--- src/rtl/nanorv32_mem_arbiter.sv ---
// Two-requester arbiter (instruction fetch + load/store) in front of a ROM bank
// and a RAM bank, each a synchronous memory with one cycle of read latency.
module nanorv32_mem_arbiter #(
  parameter int AW = 15
) (
  input  logic          clk,
  input  logic          rst_n,
  input  logic          code_req,
  input  logic [31:0]   code_addr,
  output logic          code_ack,
  output logic [31:0]   code_rdata,
  output logic          code_err,
  input  logic          data_req,
  input  logic [31:0]   data_addr,
  input  logic [3:0]    data_bytesel,
  input  logic [31:0]   data_wdata,
  output logic          data_ack,
  output logic [31:0]   data_rdata,
  output logic          data_err,
  output logic          rom_en,
  output logic [AW-3:0] rom_addr,
  input  logic [31:0]   rom_rdata,
  output logic          ram_en,
  output logic [3:0]    ram_we,
  output logic [AW-3:0] ram_addr,
  output logic [31:0]   ram_wdata,
  input  logic [31:0]   ram_rdata,
  output logic [15:0]   conflict_cnt
);

  typedef enum logic {IDLE, PEND} state_t;

  state_t        code_state, data_state;
  logic          code_sel, data_sel;       // bank of the pending read, 1 = RAM
  logic          code_oor_q, data_oor_q;
  logic [1:0]    prio;                     // [0] ROM bank, [1] RAM bank; 1 = code first
  logic [AW-3:0] rom_addr_q, ram_addr_q;
  logic [31:0]   ram_wdata_q;

  logic          code_oor, data_oor, code_bank, data_bank, data_wr;
  logic [AW-3:0] code_word, data_word;
  logic          code_act, data_act, code_need, data_need, conflict, code_wins;
  logic          code_gnt, data_gnt, code_bank_gnt, data_bank_gnt;
  logic          data_ram_wr, data_rom_wr, data_imm;
  logic          unused_bits;

  assign code_oor  = |code_addr[31:AW+1];
  assign data_oor  = |data_addr[31:AW+1];
  assign code_bank = code_addr[AW];
  assign data_bank = data_addr[AW];
  assign code_word = code_addr[AW-1:2];
  assign data_word = data_addr[AW-1:2];
  assign data_wr   = |data_bytesel;
  assign unused_bits = ^{code_addr[1:0], data_addr[1:0]};

  // A requester in its ack cycle (PEND) is ignored; reset blocks all grants.
  assign code_act  = rst_n && code_req && (code_state == IDLE);
  assign data_act  = rst_n && data_req && (data_state == IDLE);
  assign code_need = code_act && !code_oor;
  assign data_need = data_act && !data_oor && !(data_wr && !data_bank);
  assign conflict  = code_need && data_need && (code_bank == data_bank);
  assign code_wins = prio[code_bank];
  assign code_gnt  = code_act && !(conflict && !code_wins);
  assign data_gnt  = data_act && !(conflict && code_wins);

  assign code_bank_gnt = code_gnt && code_need;
  assign data_bank_gnt = data_gnt && data_need;
  assign data_ram_wr   = data_bank_gnt && data_wr;
  assign data_rom_wr   = data_gnt && !data_oor && !data_bank && data_wr;
  assign data_imm      = data_ram_wr || data_rom_wr;

  // NOTE: every output of this always_comb gets a default first, so no latch can be inferred.
  always_comb begin
    rom_en    = 1'b0;
    rom_addr  = rom_addr_q;
    ram_en    = 1'b0;
    ram_we    = 4'b0000;
    ram_addr  = ram_addr_q;
    ram_wdata = ram_wdata_q;
    if (code_bank_gnt && !code_bank) begin
      rom_en   = 1'b1;
      rom_addr = code_word;
    end else if (data_bank_gnt && !data_bank) begin
      rom_en   = 1'b1;
      rom_addr = data_word;
    end
    if (code_bank_gnt && code_bank) begin
      ram_en   = 1'b1;
      ram_addr = code_word;
    end else if (data_bank_gnt && data_bank) begin
      ram_en   = 1'b1;
      ram_addr = data_word;
      if (data_ram_wr) begin
        ram_we    = data_bytesel;
        ram_wdata = data_wdata;
      end
    end
  end

  assign code_ack   = (code_state == PEND);
  assign code_err   = code_ack && code_oor_q;
  assign code_rdata = (code_ack && !code_oor_q) ? (code_sel ? ram_rdata : rom_rdata) : 32'h0;

  assign data_ack   = (data_state == PEND) || data_imm;
  assign data_err   = ((data_state == PEND) && data_oor_q) || data_rom_wr;
  assign data_rdata = ((data_state == PEND) && !data_oor_q) ?
                      (data_sel ? ram_rdata : rom_rdata) : 32'h0;

  // NOTE: all state here is plain registers on the async active-low reset; the memories live outside.
  always_ff @(posedge clk or negedge rst_n) begin
    if (!rst_n) begin
      code_state   <= IDLE;
      data_state   <= IDLE;
      code_sel     <= 1'b0;
      data_sel     <= 1'b0;
      code_oor_q   <= 1'b0;
      data_oor_q   <= 1'b0;
      prio         <= 2'b00;
      conflict_cnt <= 16'h0;
      rom_addr_q   <= '0;
      ram_addr_q   <= '0;
      ram_wdata_q  <= 32'h0;
    end else begin
      code_state <= code_gnt ? PEND : IDLE;
      data_state <= (data_gnt && !data_imm) ? PEND : IDLE;
      if (code_gnt) begin
        code_sel   <= code_bank;
        code_oor_q <= code_oor;
      end
      if (data_gnt) begin
        data_sel   <= data_bank;
        data_oor_q <= data_oor;
      end
      if (conflict) begin
        prio[code_bank] <= ~prio[code_bank];
        if (conflict_cnt != 16'hFFFF) conflict_cnt <= conflict_cnt + 16'd1;
      end
      rom_addr_q  <= rom_addr;
      ram_addr_q  <= ram_addr;
      ram_wdata_q <= ram_wdata;
    end
  end

endmodule

--- config.mk ---
export PLATFORM = sky130hd
export DESIGN_NAME = nanorv32_mem_arbiter
export DESIGN_NICKNAME = d
export VERILOG_FILES = /design/src/rtl/nanorv32_mem_arbiter.sv
export SDC_FILE = /design/constraint.sdc
export NUM_CORES = 1
export LEC_CHECK = 0
export BUFFER_PORTS_ARGS = -buffer_cell sky130_fd_sc_hd__clkbuf_2
export CELL_PAD_IN_SITES_DETAIL_PLACEMENT = 1
export CELL_PAD_IN_SITES_GLOBAL_PLACEMENT = 1
export CORE_MARGIN = 4
export CORE_UTILIZATION = 31
export CTS_BUF_LIST = sky130_fd_sc_hd__clkbuf_8
export DETAILED_ROUTE_END_ITERATION = 10
export PLACE_DENSITY_LB_ADDON = 0.1
export SYNTH_ARGS = -nofsm -noshare
export SYNTH_HDL_FRONTEND = slang
export SYNTH_SLANG_ARGS = --single-unit
export TNS_END_PERCENT = 30
--- constraint.sdc ---
create_clock -name clk -period 2.4 [get_ports clk]
set_clock_uncertainty 0.2 [all_clocks]
set_input_delay 0.12 -clock clk [delete_from_list [all_inputs] [get_ports clk]]
set_output_delay 0.12 -clock clk [all_outputs]
set_load 0.01 [all_outputs]
# == After elaboration in Yosys (flattened, before gate mapping) ==
# Cells that the tools add are included.
# totals
wordCells,92
reg_bits,82
inputBits,168
output_inout_bits,148
# classes
addsub,1
order_cmp,2
bitwise,3
n_reduce_logical,48
muxes,25
n_eq_ne,2
# ops
cell,n
32-bit two-way mux,7
13-bit two-way mux,4
16-bit OR reduction,2
1-bit logical AND,30
"16-bit by 1-bit adder with 16-bit output, second input constant",1
"16-bit inequality test, second input constant",1
4-bit two-way mux,3
1-bit zero test,11
1-bit two-way mux,9
4-bit OR reduction,1
1-bit logical OR,3
1-bit inverter,3
2-bit bitwise mux,1
"1-bit by 2-bit less-than comparator with 1-bit output, second input constant",1
2-bit AND reduction,1
1-bit demux with 1-bit select,1
1-bit equality test,1
"1-bit greater-or-equal comparator, second input constant",1

# == Longest topological paths before layout ==
# Gate-level depths: netlist of run 1.
# logic_depth
word_depth,16
mapped_depth,7
depth_no_buf,6

# == Worst setup path before layout of run 1 ==
# Ideal clock, no wire load.
# synth_timing
path_type,register to register
from,register conflict_cnt[0]
to,register conflict_cnt[9]
synth_period_minus_slack_ps,2247
setup_ps,79
stages_incl_launch_ff,8
arrival_time_ps,1968
required_ps,2121
n_path_buf,1
slack_ps,153
path_cell_list,dfrtp_1 -> ha_1 -> and3_1 -> and4_1 -> a211o_1 -> clkbuf_1 -> nor4_1 -> xor2_1
# synth_between
elab_chain_cells,2
word_cells_on_any_way,3
classes_between,1 x add/sub; 1 x eq/ne; 1 x reduce/logical
# synth_rtl
element,line,source
"start, declared",28,output logic [15:0] conflict_cnt
"start signal, assigned",136,if (conflict_cnt != 16'hFFFF) conflict_cnt <= conflict_cnt + 16'd1;
"parallel branches: the longest is 2 deep, another holds 16-bit by 1-bit adder with 16-bit output",-,
# Several ways; the timed one is not identified.
# A chain may end at the register's enable or synchronous reset.

# == Final worst setup path of run 1 ==
# layout_timing
from,register data_state
to,output ram_wdata[19]
# layout_between
elab_chain_cells,14
word_cells_on_any_way,20
classes_between,3 x mux; 1 x bitwise; 16 x reduce/logical
# layout_rtl
element,line,source
"start, declared",33,"state_t code_state, data_state;"
"start signal, assigned",125,data_state <= (data_gnt && !data_imm) ? PEND : IDLE;
1-bit inverter *,58,assign data_act = rst_n && data_req && (data_state == IDLE);
1-bit logical AND *,58,
1-bit logical AND (2 in series),60,assign data_need = data_act && !data_oor && !(data_wr && !data_bank);
1-bit logical AND (2 in series),61,assign conflict = code_need && data_need && (code_bank == data_bank);
1-bit logical AND,64,assign data_gnt = data_act && !(conflict && code_wins);
1-bit zero test,64,
1-bit logical AND,64,
1-bit logical AND,67,assign data_bank_gnt = data_gnt && data_need;
1-bit logical AND,68,assign data_ram_wr = data_bank_gnt && data_wr;
32-bit two-way mux,93,if (data_ram_wr) begin
32-bit two-way mux,90,end else if (data_bank_gnt && data_bank) begin
32-bit two-way mux *,87,if (code_bank_gnt && code_bank) begin
"end, declared",26,"output logic [31:0] ram_wdata,"
# Every way passes the cells marked *; elsewhere a longest branch is shown, timed or not.

==> results of run 1 <==
## Yosys cell counts (4+ instances only)
cell      instances
nor2_1           85
dfrtp_1          82
mux2i_1          66
nand2_1          38
nand3_1          36
mux2_4           30
clkbuf_1         25
a21oi_1          15
a22oi_1          13
o31a_1           13
xor2_1           12
nor4_1           11
nor3_1           10
and2_1            7
o21ai_0           6
xnor2_1           6
mux2_2            5
and4_1            4
buf_2             4
nand4_1           4
nor4_4            4
## worst max path at each step
stage | start | to | slack [ns]
6_report | data_state | ram_wdata[19] | -0.28
2_1_floorplan | conflict_cnt[0] | conflict_cnt[9] | 0.15
5_1_grt | data_state | ram_wdata[20] | -0.34
3_5_place_dp | data_addr[26] | ram_wdata[19] | -0.11
4_1_cts | data_state | rom_addr[1] | -0.27
3_3_place_gp | data_addr[26] | ram_wdata[20] | -0.08
## sequential cells by signal (all words and copies together) (netlist names)
signal / count
data_state: 1
ram_addr_q: 13
ram_wdata_q: 32
conflict_cnt: 16
code_oor_q: 1
prio: 2
rom_addr_q: 13
data_sel: 1
code_sel: 1
code_ack: 1
data_oor_q: 1
## cells by family (layout without fill, tap and decap cells)
kind of cell / after synthesis / after routing / synth area share (%)
compound gates: 58 / 58 / 8.09
flops: 82 / 82 / 40.3
other cells: 0 / 5 / 0
xor+xnor: 18 / 18 / 3.10
fa+ha+maj: 1 / 1 / 0.246
buf+inv: 38 / 450 / 3.34
simple gates: 220 / 220 / 21.9
mux: 101 / 101 / 22.9
## metrics by stage
stage               instance area [um^2]  instances
global placement                    7090       1044
CTS                                 8110       1131
detailed placement                  7090       1044
global route                        8480       1151
finish                              8480       1151
floorplan                           5090        518
## per-layer routing
metal	up-vias	part of all wire (%)
li1	2686	-
met1	2877	38
met2	238	53
met3	34	6.6
met4	0	2.6
met5	-	0
## placed cells by master, fill, tap and decap left out, types with 3 or more instances in the layout
master | netlist | layout
nand2b_1 | 3 | 3
nand4_1 | 4 | 4
nand3_1 | 36 | 35
xor2_1 | 12 | 12
mux2i_1 | 66 | 65
a21oi_2 | 0 | 11
dlygate4sd3_1 | 0 | 65
nor3_1 | 10 | 9
buf_12 | 0 | 5
dfrtp_1 | 82 | 80
nor2_1 | 85 | 83
inv_1 | 3 | 3
nor4_2 | 1 | 7
o21ai_0 | 6 | 5
xnor2_1 | 6 | 6
buf_4 | 0 | 40
nand2_4 | 0 | 4
nand2_1 | 38 | 32
buf_2 | 4 | 14
nor4_1 | 11 | 4
diode_2 | 0 | 5
and3_1 | 3 | 3
a22oi_2 | 0 | 5
clkbuf_8 | 0 | 9
a22oi_1 | 13 | 8
and2_1 | 7 | 6
buf_6 | 3 | 12
clkbuf_2 | 0 | 290
o31a_1 | 13 | 13
nor4_4 | 4 | 5
mux2_4 | 30 | 30
and4_1 | 4 | 4
mux2_2 | 5 | 5
## power by group through the flow
stage	Clock (uW)	Combinational, uW	Sequential, uW
floorplan	0	316	1420
global placement	0	596	1430
detailed placement	0	616	1430
CTS	1250	713	1400
global route	1320	794	1400
finish	1230	732	1400
## cell type report
class                   count  area, um^2
diodes                      5        12.5
multi-input cells         398        3090
fillers                  1914        7520
clock buffers               9         124
clock inverters             7         105
flip-flops and latches     82        2050
repair buffers            431        2820
well taps                 216         270
inverters                   3        11.3
## critical path, delay by kind of cell (launching register included)
kind / cells / cell delay, ns
buf+inv: 2 / 0.34
flops: 1 / 0.38
mux: 1 / 0.32
simple gates: 3 / 0.93
## repair_timing
item,4_1_cts,5_1_grt
cloned,2,2
hold buffers,66,0
setup buffers,3,14
endpoints found under the hold margin,145,0
gates resized for setup,13,87
pin swaps,1,19
endpoints found under the setup margin,55,71
==> results.json, run 1 <==
{
  "tightest_slew_ns": 1.03,
  "power_uw": 3360,
  "syn_avg_cell_area_um2": 9.82,
  "pwr_density_cell_nw_per_um2": 396,
  "r2r_slack_ns": 0.09,
  "gp_congestion": 0.793,
  "combPwrFrac_pct": 21.8,
  "die_w_um": 136,
  "power.share.sequential_pct": 41.7,
  "cell_internal_pwr_uw": 2380,
  "root_buffer": "clkbuf_8",
  "yosysTopAreaCell": "dfrtp_1",
  "drt_iter0_markers": 230,
  "crit_fanout": 16,
  "slowest_delay_ns": 0.56,
  "finalCriticalPeriod_ns": 2.68,
  "endpoint_kind": "output port",
  "finalSetupViolCount": 61,
  "p_sw_uw": 984,
  "yosysSeqAreaShare_pct": 40.3,
  "io_pins": 316,
  "relSlewSlack_pct": 31.4,
  "synth_edf_count": 0,
  "cts.sinks": 82,
  "ys_ff_latch": 82,
  "synthDistinctLibCells": 46,
  "clk_path_buf_depth": 2,
  "setup_tns_ns": -11.54,
  "synth_cells": 518,
  "mappedNetlistArea_um2": 5090,
  "dr.pass1.iters": 4,
  "grt_max_degree": 77,
  "synth_ff_type": "dfrtp_1",
  "routed_wl_um": 23700,
  "met1_usage_pct": 27.1,
  "worst_setup_path_start_kind": "register",
  "vias_per_cell": 5.07,
  "fin_nets": 1094,
  "fin_crit_sh_pct": 112,
  "swShare_pct": 29.3,
  "crit_chain": "and3b_2 > nand2_2 > or4_4 > buf_12 > mux2_4 > clkbuf_2",
  "hold-path-cell-count": 3,
  "grt-ovfl-total": 0,
  "clk_latency_ns": 0.38,
  "cts_tree": "built",
  "numCtsBuffers": 9,
  "hold_viol": 0,
  "synthArstFlopShare_pct": 100,
  "area_delta_synth_final_pct": 66.8,
  "die-area_um2": 18500,
  "r2r_start": "data_state",
  "track_usage_pct": 23.7,
  "maxCapViolCount": 0,
  "wl_per_cell_um": 20.6,
  "cp.required_ns": 2.08,
  "finalMaxSlewViolations": 0,
  "reg2regPathDepth": 7,
  "htreeDepth": 3,
  "core_area_um2": 16000,
  "clkTransAtPathRegs_ns": 0.09,
  "die_h_um": 136,
  "dp_slack_ns": -0.109,
  "yosysTopAreaCellShare_pct": 40.3,
  "violations": "setup timing",
  "p_leak_uw": 0.00461,
  "post-route-drc-count": 0,
  "slowest_stage": "or4_4",
  "yosysWarnings": 0,
  "max_freq_ghz": 0.373,
  "synth_nets": 687,
  "worstHoldEndpoint": "data_sel",
  "grt_antenna_before_repair": 5,
  "finalWorstSetupSlack_ns": -0.279,
  "met2_usage_pct": 42.4,
  "vdd_drop_max_mv": 0.342,
  "status": "finished, violations left",
  "floorplan.initialDensity_pct": 31.8,
  "r2r_end": "conflict_cnt[13]",
  "cp_data_arrival_time_ns": 2.36,
  "drive_above_1_share_pct": 50.3,
  "fin_util_pct": 53.0,
  "grt_setup_unrepaired": "yes",
  "ant_nets": 0,
  "p_clk_share_pct": 36.6,
  "hp-class": "input pin to register",
  "num_rows": 46,
  "first_global_vias": 6182,
  "min_from": "data_addr[15]",
  "dp_hpwl_um": 16200,
  "holdWs_ns": 0.0350,
  "grt_pass1_wl_um": 34400,
  "top_usage_layer": "met2",
  "via_count": 5835,
  "port_buffers": 311,
  "globalRouteMet3Util_pct": 5.66,
  "yosys-top-cells-area": "dfrtp_1 (40%), mux2i_1 (13%), mux2_4 (8.9%), nor2_1 (6.3%), nand3_1 (3.5%)",
  "crit_type": "register to output port"
}
No activity file was read; power rests on OpenSTA's default activity.
==> run 2, diff against run 1 <==
Settings changed: CORE_MARGIN 4 to 2.
==> run 2 against run 1 <==
  * The run ends with hold timing, setup timing left
  * Via count shrank 1.3%
  * Setup slack improved by 0.047 ns
  * Global-route usage up 0.33 points
  * Sequential cell count unchanged
  * Fmax is 1.8% higher
  * Sequential share of layout area grew 0.26 points
  * Clock power shrank 16%
  * Clock-buffer cell count did not move
  * Highest routed layer unchanged
==> results.json, run 2 (synthesis gave the netlist of run 1 again) <==
{
  "status": "finished, violations left",
  "violations": "hold timing, setup timing",
  "routed_wl_um": 21800,
  "fill_cells": 1907,
  "crit_path_start": "data_state",
  "finalWorstSetupSlack_ns": -0.232,
  "htreeDepth": 3,
  "core_area_um2": 15900,
  "tightest_slew_ns": 1.03,
  "die_w_um": 132,
  "r2r_start": "conflict_cnt[1]",
  "via_count": 5762,
  "largest_reg_flops": 32,
  "finalCriticalPeriod_ns": 2.63,
  "setup_tns_ns": -9.60,
  "clk_path_buf_depth": 2,
  "num_rows": 46,
  "cp_data_arrival_time_ns": 2.31,
  "dp_hpwl_um": 15400,
  "drt_iter0_markers": 121,
  "fin_util_pct": 52.7,
  "reg.largest.list": "ram_wdata_q: 32 flops, conflict_cnt: 16 flops",
  "finalMaxSlewViolations": 0,
  "cts.sinks": 82,
  "wl_per_cell_um": 19.0,
  "gp_congestion": 0.867,
  "relSlewSlack_pct": 31.3,
  "fin_nets": 1095,
  "hold_viol": 6,
  "ant_nets": 0,
  "root_buffer": "clkbuf_8",
  "floorplan.initialDensity_pct": 31.9,
  "p_leak_uw": 0.00458,
  "final_cells": 1150,
  "top_register": "ram_wdata_q",
  "endpoint_kind": "output port",
  "pwr_density_cell_nw_per_um2": 376,
  "crit_type": "register to output port",
  "hp-class": "input pin to asynchronous set/reset pin",
  "grt_setup_unrepaired": "yes",
  "fin_crit_sh_pct": 110,
  "grt_max_degree": 77,
  "track_usage_pct": 24.0,
  "dr.pass1.iters": 4,
  "cts_tree": "built",
  "cp.required_ns": 2.08,
  "io_pins": 316,
  "grt-ovfl-total": 0,
  "layout_commonest_cell": "clkbuf_2",
  "port_buffers": 311,
  "holdBufCountCts": 63,
  "drive_above_1_share_pct": 50.2,
  "holdWs_ns": -0.267,
  "die_h_um": 132,
  "post-route-drc-count": 0,
  "dp_cells": 1047,
  "clkTransAtPathRegs_ns": 0.09,
  "vdd_drop_max_mv": 0.214,
  "grt_antenna_before_repair": 3,
  "crit_fanout": 16,
  "max_freq_ghz": 0.380,
  "die-area_um2": 17500,
  "first_global_vias": 6182,
  "grt_pass1_wl_um": 33400,
  "finalSetupViolCount": 58,
  "worst_setup_path_start_kind": "register",
  "vias_per_cell": 5.01,
  "numCtsBuffers": 9,
  "clk_latency_ns": 0.37,
  "area_delta_synth_final_pct": 65.0,
  "maxCapViolCount": 0,
  "dp_slack_ns": -0.0912,
  "final_cell_mix": "clkbuf_2 (294), nor2_1 (84), dfrtp_1 (80)"
}
[run 2: cell count changes in the layout (fill, tap and decap cells not counted), moves of 3 or more]
cell and delta:
a22oi_1 -5, a22oi_2 +5, buf_6 -5, nand2_1 +5, clkbuf_2 +4, nand2_4 -4
clkinvlp_4 +3, dlygate4sd3_1 -3
[run 2: metal layers]
metal	track usage, %	share of wire [%]	vias to the layer above
met4	10.0	3.5	0
li1	-	-	2679
met5	0	0	-
met1	28.1	39	2825
met2	42.8	52	215
met3	4.77	5.7	43
[run 2: stage by stage]
stage               total power [uW]  area, um^2
floorplan                       1740        5090
global placement                2030        7130
detailed placement              2050        7130
CTS                             3180        8100
global route                    3300        8400
finish                          3150        8400
[run 2: area by class of cell]
| type | count | area [um^2] | area share, % |
|---|---|---|---|
| clock inverter | 7 | 72.6 | 0.864 |
| tap | 216 | 270 | 3.22 |
| inverter | 3 | 11.3 | 0.134 |
| timing repair buffer | 432 | 2820 | 33.6 |
| antenna | 3 | 7.51 | 0.0894 |
| multi-input combinational | 398 | 3040 | 36.2 |
| sequential | 82 | 2050 | 24.5 |
| clock buffer | 9 | 124 | 1.48 |
[run 2: critical path, cell delays in order, from the launching register on]
cell and delay (ns):
dfrtp_1 0.39, and3b_2 0.28, nand2_1 0.07, or4_4 0.54, buf_12 0.19, mux2_4 0.31
clkbuf_2 0.15
[run 2: what timing repair did]
action,4_1_cts,5_1_grt
buffers inserted,2,14
endpoints found under the setup margin,59,68
gates cloned,2,3
gates resized for setup,22,46
hold endpoints to repair,144,6
pin swaps,9,27
[run 2: path summary, 6_finish.rpt]
kind | to | slack, ns | cells past startpoint
min in group clk | data_sel | 0.05 | 3
hold / removal | data_state | -0.27 | 3
max in group asynchronous | ram_addr_q[6] | 1.20 | 3
hold reg to reg | ram_addr_q[6] | 0.30 | 2
setup / recovery | ram_wdata[30] | -0.23 | 6
setup reg to reg | conflict_cnt[5] | 0.08 | 6
[run 2: power breakdown]
group          internal (uW)  leakage [uW]  total, uW  switching, uW
clock                    406     0.0000902       1030            620
sequential              1390       0.00112       1440           44.6
combinational            379       0.00337        691            312
total                   2180       0.00458       3150            976
